[src/rtl/mem_arbiter.sv]
// Single-port memory arbiter: fetch and data requesters share one split-transaction
// memory port; data wins in IDLE and a completing owner hands off to the other side.
module mem_arbiter #(
  parameter int unsigned TIMEOUT = 255
) (
  input  logic        clk,
  input  logic        rst,
  input  logic        inst_req,
  input  logic [31:0] inst_addr,
  output logic [31:0] inst_rdata,
  output logic        inst_data_ok,
  input  logic        data_req,
  input  logic        data_wr,
  input  logic [3:0]  data_wstrb,
  input  logic [31:0] data_addr,
  input  logic [31:0] data_wdata,
  output logic [31:0] data_rdata,
  output logic        data_data_ok,
  output logic        mem_req,
  output logic        mem_wr,
  output logic [3:0]  mem_wstrb,
  output logic [31:0] mem_addr,
  output logic [31:0] mem_wdata,
  input  logic        mem_addr_ok,
  input  logic        mem_data_ok,
  input  logic [31:0] mem_rdata,
  output logic        bus_err
);

  typedef enum logic [1:0] {S_IDLE, S_ADDR, S_DATA} state_t;

  localparam logic [7:0] LP_TIMEOUT = 8'(TIMEOUT);

  state_t      r_state;
  logic        r_owner;
  logic [7:0]  r_wait;
  logic        r_bus_err;
  logic        r_mem_req;
  logic        r_mem_wr;
  logic [3:0]  r_mem_wstrb;
  logic [31:0] r_mem_addr;
  logic [31:0] r_mem_wdata;

  logic        w_done;
  logic        w_free;
  logic        w_grant_d;
  logic        w_grant_i;
  logic [7:0]  w_wait_inc;

  assign w_done     = (r_state == S_DATA) && mem_data_ok;
  assign w_free     = (r_state == S_IDLE) || w_done;
  // The completing owner is excluded so the other side gets the port next.
  assign w_grant_d  = w_free && data_req && !(w_done && r_owner);
  assign w_grant_i  = w_free && inst_req && !w_grant_d && !(w_done && !r_owner);
  assign w_wait_inc = (r_wait == 8'hFF) ? 8'hFF : r_wait + 8'd1;

  always_ff @(posedge clk or negedge rst) begin
    if (!rst) begin
      r_state     <= S_IDLE;
      r_owner     <= 1'b0;
      r_wait      <= 8'd0;
      r_bus_err   <= 1'b0;
      r_mem_req   <= 1'b0;
      r_mem_wr    <= 1'b0;
      r_mem_wstrb <= 4'd0;
      r_mem_addr  <= 32'd0;
      r_mem_wdata <= 32'd0;
    end else if (w_grant_d) begin
      r_state     <= S_ADDR;
      r_owner     <= 1'b1;
      r_mem_req   <= 1'b1;
      r_mem_wr    <= data_wr;
      r_mem_wstrb <= data_wr ? data_wstrb : 4'd0;
      r_mem_addr  <= data_addr;
      r_mem_wdata <= data_wdata;
    end else if (w_grant_i) begin
      r_state     <= S_ADDR;
      r_owner     <= 1'b0;
      r_mem_req   <= 1'b1;
      r_mem_wr    <= 1'b0;
      r_mem_wstrb <= 4'd0;
      r_mem_addr  <= inst_addr;
      r_mem_wdata <= 32'd0;
    end else begin
      case (r_state)
        S_IDLE: ;
        S_ADDR: if (mem_addr_ok) begin
          r_state   <= S_DATA;
          r_mem_req <= 1'b0;
          r_wait    <= 8'd0;
        end
        S_DATA: if (mem_data_ok) begin
          r_state <= S_IDLE;
        end else begin
          // Slow slave is only flagged; the transaction keeps waiting.
          r_wait <= w_wait_inc;
          if (w_wait_inc >= LP_TIMEOUT) r_bus_err <= 1'b1;
        end
        default: r_state <= S_IDLE;
      endcase
    end
  end

  assign mem_req      = r_mem_req;
  assign mem_wr       = r_mem_wr;
  assign mem_wstrb    = r_mem_wstrb;
  assign mem_addr     = r_mem_addr;
  assign mem_wdata    = r_mem_wdata;
  assign bus_err      = r_bus_err;
  assign inst_data_ok = w_done && !r_owner;
  assign data_data_ok = w_done &&  r_owner;
  assign inst_rdata   = (w_done && !r_owner) ? mem_rdata : 32'd0;
  assign data_rdata   = (w_done &&  r_owner) ? mem_rdata : 32'd0;

endmodule

[config.mk]
export PLATFORM = sky130hd
export DESIGN_NAME = mem_arbiter
export DESIGN_NICKNAME = d
export VERILOG_FILES = /design/src/rtl/mem_arbiter.sv
export SDC_FILE = /design/constraint.sdc
export NUM_CORES = 1
export LEC_CHECK = 0
export ABC_CLOCK_PERIOD_IN_PS = 2800
export BUFFER_PORTS_ARGS = -buffer_cell sky130_fd_sc_hd__buf_2
export CAP_MARGIN = 20
export CORE_AREA = 3 3 105 107
export CTS_BUF_LIST = sky130_fd_sc_hd__clkbuf_8 sky130_fd_sc_hd__clkbuf_16
export DETAILED_ROUTE_END_ITERATION = 10
export DIE_AREA = 0 0 108 110
export PLACE_DENSITY_LB_ADDON = 0.15
export SLEW_MARGIN = 10
export SYNTH_ARGS = -nofsm -noshare
export SYNTH_HDL_FRONTEND = slang
export SYNTH_SLANG_ARGS = --single-unit
export TNS_END_PERCENT = 30
[constraint.sdc]
create_clock -name clk -period 2.8 [get_ports clk]
set_input_delay 0.28 -clock clk [delete_from_list [all_inputs] [get_ports clk]]
set_output_delay 0.28 -clock clk [all_outputs]
set_load 0.02 [all_outputs]
==> out/qor.yml <==
yosys_register_bits: 82
synth_cell_types: 44
synthArstFlopShare_pct: 100
coreArea_mm2: 0.0102
syn_to_final_growth_pct: 42.8
r2r_end: "mem_addr[21]"
cts-root-buf: "clkbuf_8"
ant_nets: 0
fin_nets: 750
tritoncts: "built"
post-route-min-period_ns: 2.46
synth_top_area_share_pct: 50.4
cellLeakagePower_nw: 3.18
synth-main-ff-cell: "dfrtp_1"
clk_path_buf_depth: 2
h-tree-depth: 3
final_common_cell: "buf_2"
setup_ws_ns: 0.336
die_w_um: 108
drtIter0Drc: 178
ys.warnings.count: 0
start_kind: "flip-flop"
numCtsBuffers: 9
row_count: 37
grt_pass1_wl_um: 17800
avgSynthCellArea_um2: 12.0
p_comb_share_pct: 47.6
antenna_found_initial: 0
synth_area_leaders: "dfrtp_1, mux2_2, and2_1"
final_cell_mix: "buf_2, dfrtp_1, and2_1"
grt_start_max_net_pins: 83
cp.arrival_ns: 2.18
ys_seq_area_share_pct: 50.4
drive_gt1_share_pct: 58.7
post-place-ws_ns: 0.687
dieArea_mm2: 0.0119
reg2reg_setup_slack_ns: 0.75
post_cts_buffers: 0
fin_setup_tns_ns: 0
diodes: 0
dp.cells: 733
critical_path_class: "reg2out"
wire_per_inst_um: 15.7
viasPerCell: 4.83
grt.total_usage_pct: 19.0
syn_nets: 479
min_from: "mem_addr_ok"
p_sw_mw: 2.27
skew_ns: 0.00669
fin_util_pct: 56.8
synth_edf_count: 0
hp-class: "in2reg"
max_freq_mhz: 406
worstMarginPinSlew_ns: 0.805
clk_transition_reported_paths_ns: 0.08
synthCells: 339
vias: 3625
cp-end-kind: "output port"
instances_no_fill: 751
clock_power_share_pct: 17.1
setup_viol: 0
rsz0062_at_grt: "false"
fillCellCount: 931
drv_slew: 0
reg2reg_depth: 5
hold_depth: 2
slew_headroom_pct: 46.3
synth_area_mm2: 0.00407
synth_top_area_cell: "dfrtp_1"
cap_viol_max_count: 0
internal_power_mw: 3.32
io_pins: 276
clk_latency_ns: 0.35
peakVddDrop_uv: 614
power.density_mw_per_mm2: 961
start_util_pct: 39.8
finalHoldViolCount: 0
port_buffers: 275
grt-ovfl-total: 0
die_y_um: 110
fin_crit_sh_pct: 88.0
r2r_start: "r_owner"
cp_max_fo: 33
pwr-share-seq_pct: 35.3
status: "complete, no violations"
numClockSinks: 82
routed_wl_um: 11800
worstPathRequired_ns: 2.52
grt_pass1_vias: 3669
dp_hpwl_um: 8990
hold_end: "r_state[0]"
place_congestion: 0.752
drc_errors: 0
switching_share_pct: 40.5
drt_first_pass_iters: 5
[stage by stage]
stage,hold slack (ns),instance area (µm²),total power [mW]
after floorplan,-0.0156,4070,3.77
after global placement,0.462,5550,4.62
after CTS,0.0980,5780,5.67
after global routing,0.122,5820,5.95
final,0.123,5820,5.59
after detailed placement,0.468,5550,4.68
[cell type report]
cell class	instances	area, µm²	area share, %
repair buffers	283	1460	25.1
flip-flops and latches	82	2050	35.3
clock buffers	9	124	2.13
clock inverters	7	103	1.76
multi-input cells	226	1880	32.3
well taps	136	170	2.93
inverters	8	30.0	0.516
[flip-flops by register name (all words and copies together), names as in the netlist]
| name | count |
|---|---|
| r_owner | 1 |
| mem_wr | 1 |
| mem_req | 1 |
| mem_addr | 32 |
| mem_wstrb | 4 |
| mem_wdata | 32 |
| bus_err | 1 |
| r_state | 2 |
| r_wait | 8 |
[power by group through the flow]
stage          clock (mW)  combinational, mW  sequential [mW]
6_report            0.958               2.66             1.97
5_1_grt              1.04               2.88             2.04
3_3_place_gp            0               2.65             1.97
3_5_place_dp            0               2.70             1.98
2_1_floorplan           0               1.25             2.52
4_1_cts             0.989               2.70             1.98
[timing repair]
action,CTS,global route
hold buffers,0,1
resized for setup,0,0
endpoints found under the hold margin,0,22
[synth_stat cells (2+ instances only)]
cell type / n
inv_1: 7
a21oi_1: 6
a21boi_0: 3
nand2_1: 6
dfrtp_1: 82
and2_1: 64
nand3_1: 4
nor2_1: 4
nand2b_1: 2
mux2_2: 58
buf_2: 6
or4_1: 2
o21ai_0: 6
a21o_1: 3
a22o_1: 34
xor2_1: 2
clkbuf_1: 9
buf_4: 4
mux2_1: 6
a32o_1: 4
o21ai_1: 2
buf_6: 3
[worst max-delay path, cell delays in order, from the launching register on]
cell and delay (ns):
dfrtp_1 0.48, inv_1 0.19, and4_1 0.75, and2_1 0.24
buf_2 0.17
[routing by layer]
layer  share of wire (%)  wire [µm]  global-route usage [%]  vias up
li1                    -          -                       -     1742
met1                  39       4560                    22.7     1731
met2                  52       6150                    33.6      139
met3                 7.7        907                    5.18       13
met4                 1.1        134                    5.77        0
met5                   0          0                       0        -
[kinds of logic after synthesis]
| logic type | share of synthesized area (%) |
|---|---|
| AOI/OAI and AO/OA | 13.5 |
| and+or+nand+nor | 13.7 |
| adders and majority gates | 0.307 |
| xor gates and xnor gates | 0.430 |
| DFF | 50.4 |
| muxes | 17.7 |
| buffers and inverters | 3.99 |
[worst max-delay path by stage]
stage | from | to | depth (start not counted)
CTS | r_state[0] | data_rdata[0] | 4
global route | r_state[0] | data_rdata[0] | 4
finish | r_state[0] | data_rdata[0] | 4
detailed placement | r_state[0] | data_rdata[0] | 4
floorplan | r_owner | mem_addr[28] | 5
global placement | r_state[0] | data_rdata[23] | 4
(Power assumes the default switching activity.)
